[src/rtl/mf8_pkg.sv]
// mf8_pkg: shared types and constants for the mf8 fetch / flow-control stage.
//   - ifetch_state_e : fetch FSM states
//   - opcode match masks/values for RJMP, RCALL, BRBS, BRBC
//   - NOP word and bubble counts per jump class
package mf8_pkg;

    localparam int unsigned INST_W = 16;
    localparam int unsigned SREG_W = 8;
    localparam int unsigned BCNT_W = 2;

    typedef enum logic [1:0] {
        ST_BOOT   = 2'd0,
        ST_EXEC   = 2'd1,
        ST_BUBBLE = 2'd2,
        ST_SQUASH = 2'd3
    } ifetch_state_e;

    localparam logic [INST_W-1:0] RJMP_MASK  = 16'hF000;
    localparam logic [INST_W-1:0] RJMP_VAL   = 16'hC000;
    localparam logic [INST_W-1:0] RCALL_MASK = 16'hF000;
    localparam logic [INST_W-1:0] RCALL_VAL  = 16'hD000;
    localparam logic [INST_W-1:0] BRBS_MASK  = 16'hFC00;
    localparam logic [INST_W-1:0] BRBS_VAL   = 16'hF000;
    localparam logic [INST_W-1:0] BRBC_MASK  = 16'hFC00;
    localparam logic [INST_W-1:0] BRBC_VAL   = 16'hF400;

    localparam logic [INST_W-1:0] NOP = 16'h0000;

    localparam logic [BCNT_W-1:0] BUB_RJMP   = 2'd1;
    localparam logic [BCNT_W-1:0] BUB_RCALL  = 2'd2;
    localparam logic [BCNT_W-1:0] BUB_BRANCH = 2'd1;

endpackage

[src/rtl/mf8_brdec.sv]
// mf8_brdec: combinational relative-jump / call / conditional-branch decoder.
// Ports:
//   rom_data  in   16        instruction word
//   sreg      in   8         status flags for BRBS/BRBC
//   is_jump   out  1         word redirects the PC
//   offset    out  PC_WIDTH  PC increment for the redirect (k+1, modulo 2^PC_WIDTH)
//   bubbles   out  2         dead cycles the jump costs in the cycle-accurate build
module mf8_brdec
    import mf8_pkg::*;
#(
    parameter int unsigned PC_WIDTH = 12
) (
    input  logic [INST_W-1:0]   rom_data,
    input  logic [SREG_W-1:0]   sreg,
    output logic                is_jump,
    output logic [PC_WIDTH-1:0] offset,
    output logic [BCNT_W-1:0]   bubbles
);

    logic flag;

    assign flag = sreg[rom_data[2:0]];

    // Priority decode; +1 because the sequencer adds the offset to the jump's own PC.
    always_comb begin
        is_jump = 1'b0;
        offset  = '0;
        bubbles = '0;
        if ((rom_data & RJMP_MASK) == RJMP_VAL) begin
            is_jump = 1'b1;
            offset  = PC_WIDTH'($signed(rom_data[11:0])) + PC_WIDTH'(1);
            bubbles = BUB_RJMP;
        end else if ((rom_data & RCALL_MASK) == RCALL_VAL) begin
            is_jump = 1'b1;
            offset  = PC_WIDTH'($signed(rom_data[11:0])) + PC_WIDTH'(1);
            bubbles = BUB_RCALL;
        end else if (((rom_data & BRBS_MASK) == BRBS_VAL && flag) ||
                     ((rom_data & BRBC_MASK) == BRBC_VAL && !flag)) begin
            is_jump = 1'b1;
            offset  = PC_WIDTH'($signed(rom_data[9:3])) + PC_WIDTH'(1);
            bubbles = BUB_BRANCH;
        end
    end

endmodule

[src/rtl/mf8_ifetch.sv]
// mf8_ifetch: instruction fetch and flow-control stage of the mf8 core.
// Optional feature macro: MF8_IFETCH_CYCLE_ACCURATE_EN (jump bubbles with AVR timing).
// Ports:
//   Clk, Reset      clock, synchronous active-high reset
//   ROM_Data  in    word at the current PC (ROM has one-cycle latency from NPC)
//   SREG      in    status flags for branch evaluation
//   Stall_In  in    datapath holds the current instruction
//   Skip_In   in    current instruction resolved to skip the next word
//   Inst      out   instruction to datapath, NOP when not valid
//   Inst_Valid out  Inst is a real instruction
//   Offs_Out  out   jump offset to the sequencer (0 unless RJmp)
//   RJmp      out   sequencer uses Offs_Out as PC increment
//   Pause     out   sequencer holds the PC
// Outputs are combinational from state, ROM_Data and SREG so the sequencer can act the same cycle.
module mf8_ifetch
    import mf8_pkg::*;
#(
    parameter int unsigned PC_WIDTH = 12
) (
    input  logic                Clk,
    input  logic                Reset,
    input  logic [INST_W-1:0]   ROM_Data,
    input  logic [SREG_W-1:0]   SREG,
    input  logic                Stall_In,
    input  logic                Skip_In,
    output logic [INST_W-1:0]   Inst,
    output logic                Inst_Valid,
    output logic [PC_WIDTH-1:0] Offs_Out,
    output logic                RJmp,
    output logic                Pause
);

    ifetch_state_e       state;
    ifetch_state_e       state_nxt;
    logic                dec_jump;
    logic [PC_WIDTH-1:0] dec_offset;
    logic [BCNT_W-1:0]   dec_bubbles;

    mf8_brdec #(.PC_WIDTH(PC_WIDTH)) u_brdec (
        .rom_data (ROM_Data),
        .sreg     (SREG),
        .is_jump  (dec_jump),
        .offset   (dec_offset),
        .bubbles  (dec_bubbles)
    );

`ifdef MF8_IFETCH_CYCLE_ACCURATE_EN
    logic [BCNT_W-1:0] bcnt;
    logic [BCNT_W-1:0] bcnt_nxt;

    // State register and bubble counter.
    always_ff @(posedge Clk) begin
        if (Reset) begin
            state <= ST_BOOT;
            bcnt  <= '0;
        end else begin
            state <= state_nxt;
            bcnt  <= bcnt_nxt;
        end
    end
`else
    // Without bubbles the jump class cost is irrelevant.
    logic unused_bubbles;
    assign unused_bubbles = ^dec_bubbles;

    // State register.
    always_ff @(posedge Clk) begin
        if (Reset) begin
            state <= ST_BOOT;
        end else begin
            state <= state_nxt;
        end
    end
`endif

    // Next-state and output decode.
    always_comb begin
        state_nxt  = state;
`ifdef MF8_IFETCH_CYCLE_ACCURATE_EN
        bcnt_nxt   = bcnt;
`endif
        Inst       = NOP;
        Inst_Valid = 1'b0;
        Offs_Out   = '0;
        RJmp       = 1'b0;
        Pause      = 1'b1;
        case (state)
            // One held cycle lets the ROM return address 0.
            ST_BOOT: state_nxt = ST_EXEC;
            ST_EXEC: begin
                Inst       = ROM_Data;
                Inst_Valid = 1'b1;
                if (!Stall_In) begin
                    Pause = 1'b0;
                    // A jump wins over a simultaneous skip.
                    if (dec_jump) begin
                        RJmp     = 1'b1;
                        Offs_Out = dec_offset;
`ifdef MF8_IFETCH_CYCLE_ACCURATE_EN
                        state_nxt = ST_BUBBLE;
                        bcnt_nxt  = dec_bubbles;
`endif
                    end else if (Skip_In) begin
                        state_nxt = ST_SQUASH;
                    end
                end
            end
            ST_BUBBLE: begin
`ifdef MF8_IFETCH_CYCLE_ACCURATE_EN
                bcnt_nxt = bcnt - 2'd1;
                if (bcnt <= 2'd1) begin
                    state_nxt = ST_EXEC;
                end
`else
                state_nxt = ST_EXEC;
`endif
            end
            // Skipped word is fetched but not executed; PC moves past it.
            ST_SQUASH: begin
                Pause     = 1'b0;
                state_nxt = ST_EXEC;
            end
            default: state_nxt = ST_BOOT;
        endcase
    end

endmodule
[config.mk]
export PLATFORM = sky130hd
export DESIGN_NAME = mf8_ifetch
export DESIGN_NICKNAME = d
export VERILOG_FILES = /design/src/rtl/mf8_pkg.sv /design/src/rtl/mf8_brdec.sv /design/src/rtl/mf8_ifetch.sv
export SDC_FILE = /design/constraint.sdc
export NUM_CORES = 1
export LEC_CHECK = 0
export ABC_AREA = 1
export ABC_CLOCK_PERIOD_IN_PS = 3250
export CELL_PAD_IN_SITES_DETAIL_PLACEMENT = 1
export CELL_PAD_IN_SITES_GLOBAL_PLACEMENT = 1
export CORE_ASPECT_RATIO = 0.5
export CORE_MARGIN = 1
export CORE_UTILIZATION = 25
export CTS_BUF_LIST = sky130_fd_sc_hd__clkbuf_8
export DETAILED_ROUTE_END_ITERATION = 12
export PLACE_DENSITY = 0.9
export SETUP_SLACK_MARGIN = 0.4
export SLEW_MARGIN = 20
export SYNTH_ARGS = -nofsm -noshare
export SYNTH_HDL_FRONTEND = slang
export SYNTH_SLANG_ARGS = --single-unit
[constraint.sdc]
create_clock -name Clk -period 3.25 [get_ports Clk]
set_clock_uncertainty 0.1 [all_clocks]
set_input_delay 0.65 -clock Clk [delete_from_list [all_inputs] [get_ports Clk]]
set_output_delay 0.65 -clock Clk [all_outputs]
set_load 0.005 [all_outputs]
# After elaboration in Yosys (flattened, before gate mapping)

Cells that the tools add are included.

$add $sub $neg: 2
$lt $le $gt $ge: 1
Eq/ne operators: 10
Muxes and demuxes: 22
Reductions and logical operators: 7

Operators by type and width:

| cell                                                                         | number |
|---|---|
| 12-bit two-way mux                                                           | 6 |
| 16-bit two-way mux                                                           | 1 |
| 12-bit by 2-bit adder with 12-bit output, second input constant              | 1 |
| 6-bit == test, second input constant                                         | 2 |
| 1-bit two-way mux                                                            | 9 |
| 7-bit by 2-bit adder with 8-bit output, second input constant                | 1 |
| 4-bit == test, second input constant                                         | 2 |
| 2-bit two-way mux                                                            | 3 |
| 2-bit inequality test, second input constant                                 | 3 |
| 2-bit == test, second input constant                                         | 2 |
| 3-bit by 4-bit less-than comparator with 1-bit output, second input constant | 1 |
| 2-bit one-hot mux with 2 select lines                                        | 1 |
| 1-bit binary-select mux with 3-bit select                                    | 1 |
| 3-bit AND reduction                                                          | 1 |
| 3-bit OR reduction                                                           | 1 |
| 2-bit by 1-bit == test with 1-bit output, second input constant              | 1 |
| 1-bit logical AND                                                            | 2 |
| 2-bit zero test                                                              | 1 |
| 1-bit one-hot mux with 2 select lines                                        | 1 |
| 1-bit zero test                                                              | 1 |
| 1-bit logical OR                                                             | 1 |

Register bits after elaboration: 2
Input port bits: 28
Logic and storage cells: 43

# Depth between registers and ports, before layout

Gate-level depths: netlist (run 1).

Depth in word-level cells: 11
Mapped depth: 10
Gate-level depth less buffers: 10

# By module

A second synthesis (run 1) with hierarchy kept.

Cells, all modules: 200
Area, all modules: 979.7 um2

Modules (own cells, without submodules):

| module     | instances | cells an instance | area an instance (um2) |
|---|---|---|---|
| mf8_brdec  | 1         | 124               | 604.3 |
| mf8_ifetch | 1         | 76                | 375.4 |

# Worst setup path before layout (run 1)

OpenSTA, ideal clock, no wires.

Kind: in2out
Start point: input ROM_Data[3]
End point: output Offs_Out[11]
Arrival time: 1.560 ns
Required time: 2.500 ns
Path slack: 0.940 ns
Stages: 10
Path buffers: 0
Path through: ha_1 -> inv_1 -> nor2_4 -> nand2_1 -> inv_2 -> nand2_1 -> xor2_1 -> nand2_1 -> nand3_1 -> nor2_1

Longest elaborated chain between the ends: 7

RTL lines:

| element                                | line             | source |
|---|---|---|
| start: declaration                     | mf8_ifetch.sv:22 | `input logic [INST_W-1:0] ROM_Data,` |
| 7-bit by 2-bit adder with 8-bit output | mf8_brdec.sv:40  | `offset = PC_WIDTH'($signed(rom_data[9:3])) + PC_WIDTH'(1);` |
| 12-bit two-way mux                     | mf8_brdec.sv:37  | `end else if (((rom_data & BRBS_MASK) == BRBS_VAL && flag) \|\|` |
| 12-bit two-way mux                     | mf8_brdec.sv:33  | `end else if ((rom_data & RCALL_MASK) == RCALL_VAL) begin` |
| 12-bit two-way mux *                   | mf8_brdec.sv:29  | `if ((rom_data & RJMP_MASK) == RJMP_VAL) begin` |
| 12-bit two-way mux *                   | mf8_ifetch.sv:96 | `if (dec_jump) begin` |
| 12-bit two-way mux *                   | mf8_ifetch.sv:93 | `if (!Stall_In) begin` |
| 12-bit two-way mux *                   | mf8_ifetch.sv:87 | `case (state)` |
| end: declaration                       | mf8_ifetch.sv:28 | `output logic [PC_WIDTH-1:0] Offs_Out,` |

Mark *: on every way between the ends. The rest lies on a longest branch, timed or not.

# Final worst setup path (run 1)

Start point: input ROM_Data[10]
End point: output Offs_Out[11]

Longest elaborated chain between the ends: 9

RTL lines:

| element                                                                                          | line |
|---|---|
| parallel branches: the longest is 6 deep, another holds 12-bit by 2-bit adder with 12-bit output | n/a |
| 12-bit two-way mux *                                                                             | mf8_ifetch.sv:96 |
| 12-bit two-way mux *                                                                             | mf8_ifetch.sv:93 |
| 12-bit two-way mux *                                                                             | mf8_ifetch.sv:87 |

Mark *: on every way between the ends.

==> run metrics, run 1 <==
YS warnings=0; proportion of layout cells with a drive suffix above 1=50.18%; #FFs+latches synth=2; Worst Setup Start Kind=input pin; Arrival @ worst endpoint=~2.2 ns; period utilisation layout=~92%; largest net degree at the start of global routing=18; synthesized cell area=just over 900 sq um; Final Wtd Congestion=a little over 0.9; die area=3914 sq um; Vias=between 1.5k and 2k; Cell Count Post-Placement=between 200 and 300; Peak Freq=335.0 MHz; main flop type after synthesis=dfxtp_1; crit end category=primary output; clock latency on the worst-skew pair=0.21 ns; Min-Delay Path Class=in -> reg; CTS tree=built; Final Util=60.68%; worst r2r path cells=6; RSZ-0062 raised after global routing=true; gr usage total=between 30% and 40%; Core Rows=15; number of synthesized flops with an enable pin=0; port bufs=58; Area Growth Syn to Fin=130.7%; Synth cell types=25; Initial Util=26.31%; Final nets=311; crit-path cells=dlygate4sd2_1 > inv_2 > nand4_1 > inv_2 > nand3_4 > nand3_4 > buf_6 > buf_6 > nand3_2 > nor2_1 > buf_2; worst reg2reg path startpoint=state[0]; fin cells=330; fraction of registers with async set/reset=0%; vias in the first global route=roughly 1.9k; DR vias/cell=5.679; Period minus WS final=about 3.0 ns; Lkg Pwr=around 0.0010 uW; first-pass GRT wire length=about 10000 um; Die X=~87 um; drt pass-1 iters=5; hpwl dp=between 3000 and 4000 um; Worst setup startpoint=ROM_Data[10]; DRC=0; final hold violations=0; mean post-synth cell area=between 5 and 6 sq um; Worst Setup EP=Offs_Out[11]; reg2reg setup slack=about 1.4 ns; Crit path required time=2.50 ns; routed len/inst=24.40 um; Largest register FFs=2; RR Endpoint=state[1]; diode count=0; Post-Syn Nets=~200; CP max stage cell=dlygate4sd2_1; pre-CTS WS=-0.4404 ns; Largest Register=state; Pwr Density=roughly 190 nW/um^2; Max Cap Viol=0; antenna viol nets, final=0; Core Box Area=around 3500 sq um; final worst setup slack=approximately 0.27 ns; Iter 0 DRT Violations=between 150 and 200; total gr overflow=0; hold buffer count at CTS=0; Max IR drop VDD=approximately 100 uV; clock sink count=2; Slew @ Worst Pin=0.4266 ns; Max transition margin=between 70% and 80%; final max-slew violation count=0; Root Driver=clkbuf_8; final instance area=2107 sq um; initial antenna violation count=0; placed instance area=between 1500 and 2000 sq um; outcome=complete, no violations; WS Path Type=in -> out; biggest regs=state: 2 flops; total CTS buffers=3; IO Pins=59; DIE HEIGHT=about 45 um; Clock Path Buffers=2; count of final setup violators=0; Clock Pin Slew Worst Setup and Hold Paths=about 0.030 ns; Tot Pwr=around 400 uW; H-tree Lvls=1; peak per-stage delay on the critical path=~0.30 ns; Worst Hold Depth=2; CP Max Fanout=4; Syn Inst Count=between 150 and 200; post-synthesis sequential area ratio=under 10%; drt total wl=8052 um
==> per-layer routing <==
layer | part of all wire [%] | routed length (um) | global-route usage [%] | up-vias
li1 | - | - | - | 751
met1 | 38 | 3059 | 40.86 | 900
met2 | 46 | 3686 | 61.41 | 155
met3 | 9.6 | 772 | 6.947 | 68
met4 | 6.6 | 534 | 27.21 | 0
met5 | 0 | 0 | 0 | -
==> placed cells by master, fill, tap and decap left out, types with 5 or more instances in the layout <==
cell type        Yosys  layout
a21oi_2              7       8
buf_2                1       7
buf_4                0      41
buf_6                0       9
clkbuf_2             0      12
clkdlybuf4s15_1      0       6
clkdlybuf4s50_1      0      21
dlygate4sd2_1        0      10
inv_1               32      18
inv_2                6      18
nand2_1             31      24
nand2_2              2       7
nand3_1             19       9
nand3_2              6       9
nand3_4              1       8
nor2_1              33      27
nor2_4               2       6
o21ai_0              5       5
xor2_1               5       5
==> where the power goes <==
part	switching [uW]	total, uW	internal, uW
Sequential	0.998	26.8	25.8
Combinational	153	272	119
Clock	22.9	102	78.7
Total	176	400	224
==> timing repair <==
action | 4_1_cts | 5_1_grt
setup endpoints to repair | 13 | 12
pin swaps | 22 | 24
gates cloned | 0 | 0
setup buffers | 17 | 13
gates resized for setup | 99 | 63
hold endpoints to repair | 0 | 0
==> per-stage QoR <==
step                      hold WS, ns  setup TNS, ns
after floorplan                0.5970              0
after global placement         0.8153         -1.642
after detailed placement       0.8944         -3.323
after CTS                      0.8902              0
after global routing           0.8745              0
final                          0.8827              0
==> cells in the mapped netlist, types with 2 or more instances <==
library cell   n  share of area, %
a21oi_1        4               2.2
a21oi_2        7               6.7
dfxtp_1        2               4.4
ha_1           2               2.7
inv_1         32                13
inv_2          6               2.5
nand2_1       31                13
nand2_2        2               1.4
nand2_4        2               2.5
nand3_1       19                10
nand3_2        6               6.6
nand4_1        3               2.1
nor2_1        33                14
nor2_4         2               2.5
o211ai_1       2               1.6
o21ai_0        5               2.7
xor2_1         5               4.8
==> worst min path at each step <==
stage	end	startpoint	slack [ns]
3_3_place_gp	state[1]	state[1]	0.82
6_report	state[0]	Reset	0.88
5_1_grt	state[0]	Reset	0.87
3_5_place_dp	state[1]	state[1]	0.89
4_1_cts	state[0]	Reset	0.89
2_1_floorplan	state[1]	state[1]	0.60
==> critical path: cells and delay by family <==
family        cells  cell delay (ns)
buf+inv           6             0.93
simple gates      5             0.64
==> cell type report <==
class	instances	area, sq um
inverter	38	147.6
timing repair buffer	108	894.6
sequential	2	40.04
fill	464	1365
clock buffer	3	41.29
multi-input combinational	128	919.6
tap	51	63.81
==> cells by family after synthesis <==
kind of cell	Yosys count	synth area share, %
buffers and inverters	41	16.99
DFF	2	4.384
and+or+nand+nor	102	57.12
AOI/OAI and AO/OA	19	13.97
adders and majority gates	2	2.739
xor gates and xnor gates	5	4.794
No activity file was read; power rests on OpenSTA's default activity.
==> run 2: changes to the inputs <==
--- a/config.mk
+++ b/config.mk
@@ -7,14 +7,12 @@
 export LEC_CHECK = 0
 export ABC_AREA = 1
 export ABC_CLOCK_PERIOD_IN_PS = 3250
-export CELL_PAD_IN_SITES_DETAIL_PLACEMENT = 1
-export CELL_PAD_IN_SITES_GLOBAL_PLACEMENT = 1
-export CORE_ASPECT_RATIO = 0.5
 export CORE_MARGIN = 1
-export CORE_UTILIZATION = 25
+export CORE_UTILIZATION = 40
 export CTS_BUF_LIST = sky130_fd_sc_hd__clkbuf_8
 export DETAILED_ROUTE_END_ITERATION = 12
-export PLACE_DENSITY = 0.9
+export GPL_ROUTABILITY_DRIVEN = 0
+export PLACE_DENSITY = 0.88
 export SETUP_SLACK_MARGIN = 0.4
 export SLEW_MARGIN = 20
 export SYNTH_ARGS = -nofsm -noshare
==> run 2 against run 1 <==
  * Fmax up 5.0%
  * Sequential share of layout area is 0.23 points higher
  * Sequential cell count unchanged
  * Hold slack got worse by 0.028 ns
  * Cell area is 11% lower
  * Combinational power fell by 26%
  * Highest routed layer unchanged
  * Final cell count is 13% lower
==> run metrics, run 2 (synthesized netlist as in run 1, its figures left out) <==
total gr overflow=0 (unchanged); Initial Util=44.30% (+18 points); Max IR drop VDD=129.6 uV (+29%); final instance area=1882 sq um (-11%); DRC=0 (unchanged); wl on met1=1563 um (-49%); routed length on met2=2323 um (-37%); WS Path Type=in -> out; IO Pins=59 (unchanged); Period minus WS final=2.843 ns (-0.1415 ns); most frequent cells in the layout=nand2_1 (29), nor2_1 (28), inv_1 (24); commonest non-fill, non-tap cell in the layout=nand2_1; Slew @ Worst Pin=0.3284 ns (-0.09820 ns); H-tree Lvls=1 (unchanged); count of final setup violators=0 (unchanged); Arrival @ worst endpoint=2.09 ns (-0.14 ns); reg2reg setup slack=1.76 ns (+0.40 ns); Max Used Layer=met4; drt pass-1 iters=4 (-1); CTS tree=built; Fill cells=86 (-81%); Core Box Area=2062 sq um (-41%); proportion of layout cells with a drive suffix above 1=37.45% (-13 points); Area Growth Syn to Fin=106.0%; Clock Path Buffers=2 (unchanged); Iter 0 DRT Violations=71 (-61%); Root Driver=clkbuf_8; crit end category=primary output; DIE HEIGHT=49.79 um (+11%); antenna viol nets, final=0 (unchanged); Final nets=291 (-6.4%); hpwl dp=2565 um (-31%); Largest Register=state; CP Max Fanout=6 (+2); biggest regs=state: 2 flops; Worst setup startpoint=ROM_Data[15]; Die X=49.79 um (-43%); Max Cap Viol=0 (unchanged); Max transition margin=78.08% (+6.6 points); Peak Freq=351.7 MHz (+5.0%); CP bufs+invs=3 (-3); Core Rows=16 (+1); CP max stage cell=dlygate4sd2_1; met3 wire length=336 um (-56%); Lkg Pwr=0.001001 uW (-3.8%); Min-Delay Path Class=reg -> reg; final hold violations=0 (unchanged); clock sink count=2 (unchanged); drt total wl=4497 um (-44%); period utilisation layout=87.49% (-4.4 points); Worst Setup Start Kind=input pin; vias in the first global route=1522 (-18%); Sum Neg Setup Slack=0 ns (unchanged); crit-path cells=dlygate4sd2_1 > nand2_2 > nor2_1 > inv_1 > o21ai_0 > a21oi_1 > nand3_1 > a21oi_2 > clkdlybuf4s15_2; DR vias/cell=5.531 (-2.6%); hold path startpoint=state[1]; Top delay family on crit path=buffers and inverters; Final Util=91.26% (+31 points); Largest register FFs=2 (unchanged); WHS=0.8550 ns (-0.02773 ns); Pwr Density=175.3 nW/um^2 (-7.7%); peak per-stage delay on the critical path=0.27 ns (-0.03 ns); outcome=complete, no violations; Vias=1582 (-16%); hold buffer count at CTS=0 (unchanged); port bufs=58 (unchanged); worst reg2reg path startpoint=state[0]; placed instance area=1643 sq um (-3.1%); Clock Pin Slew Worst Setup and Hold Paths=0.03 ns (about the same); final max-slew violation count=0 (unchanged); clock latency on the worst-skew pair=0.22 ns (about the same); gr usage total=34.27% (-1.5 points); largest net degree at the start of global routing=18 (unchanged); diode count=0 (unchanged); die area=2479 sq um (-37%); RSZ-0062 raised after global routing=false; first-pass GRT wire length=6555 um (-35%); routed len/inst=15.72 um (-36%); Crit path required time=2.50 ns (about the same); initial antenna violation count=0 (unchanged); total CTS buffers=3 (unchanged)
[run 2: cell types whose count changed in the layout (fill, tap and decap cells not counted), sizes merged]
cell,before,now
buf,58,38
clkbuf,15,6
dlymetal6s2s,1,9
clkdlybuf4s15,6,8
dlygate4sd2,10,8
clkdlybuf4s50,21,22
[run 2: tightest hold or removal path: cells and delay by family (launching register included)]
family	cells	cell delay, ns
flip-flops	1	0.31
AND/OR/NAND/NOR	4	0.33
buffers and inverters	1	0.26
[run 2: report_power, final]
part	switching [uW]	internal [uW]
Combinational	107	93.3
Clock	24.8	78.8
Sequential	0.650	25.8
[run 2: layout make-up]
type / instances / area, sq um / area share [%]
multi-input combinational: 128 / 830.8 / 44.15
timing repair buffer: 88 / 793.3 / 42.15
inverter: 38 / 142.6 / 7.580
clock buffer: 3 / 41.29 / 2.194
sequential: 2 / 40.04 / 2.128
tap: 27 / 33.78 / 1.795
[run 2: what timing repair did]
| action | CTS | global route |
|---|---|---|
| pin swaps | 16 | 19 |
| setup buffers | 12 | 1 |
| cloned | 0 | 0 |
| resized for setup | 79 | 38 |
| setup endpoints to repair | 14 | 13 |
[run 2: path summary, 6_finish.rpt]
path,end,cells after the start
max,Offs_Out[4],9
min,state[1],5
max reg2reg,state[1],6
min reg2reg,state[1],5
[run 2: routing by layer]
metal / vias up / GRT usage [%]
met1: 727 / 34.74
met2: 111 / 67.57
li1: 711 / -
met5: - / 0
met3: 33 / 4.012
met4: 0 / 16.19
[run 2: stage by stage]
| stage | total power, uW | instances | worst slack [ns] |
|---|---|---|---|
| 2_1_floorplan | 103.0 | 171 | 0.9399 |
| 3_5_place_dp | 197.3 | 270 | -0.2193 |
| 5_1_grt | 346.2 | 286 | 0.3619 |
| 3_3_place_gp | 192.0 | 270 | -0.1402 |
| 6_report | 329.9 | 286 | 0.4066 |
| 4_1_cts | 312.9 | 285 | 0.3513 |
==> run 3: changes to the inputs <==
--- a/config.mk
+++ b/config.mk
@@ -7,12 +7,15 @@
 export LEC_CHECK = 0
 export ABC_AREA = 1
 export ABC_CLOCK_PERIOD_IN_PS = 3250
+export CELL_PAD_IN_SITES_DETAIL_PLACEMENT = 1
+export CELL_PAD_IN_SITES_GLOBAL_PLACEMENT = 1
+export CORE_ASPECT_RATIO = 0.5
 export CORE_MARGIN = 1
-export CORE_UTILIZATION = 40
+export CORE_UTILIZATION = 25
 export CTS_BUF_LIST = sky130_fd_sc_hd__clkbuf_8
+export CTS_CLUSTER_DIAMETER = 120
 export DETAILED_ROUTE_END_ITERATION = 12
-export GPL_ROUTABILITY_DRIVEN = 0
-export PLACE_DENSITY = 0.88
+export PLACE_DENSITY = 0.9
 export SETUP_SLACK_MARGIN = 0.4
 export SLEW_MARGIN = 20
 export SYNTH_ARGS = -nofsm -noshare
==> results of run 3 <==
The final DEF is identical to that of run 1; final timing and power are the same.
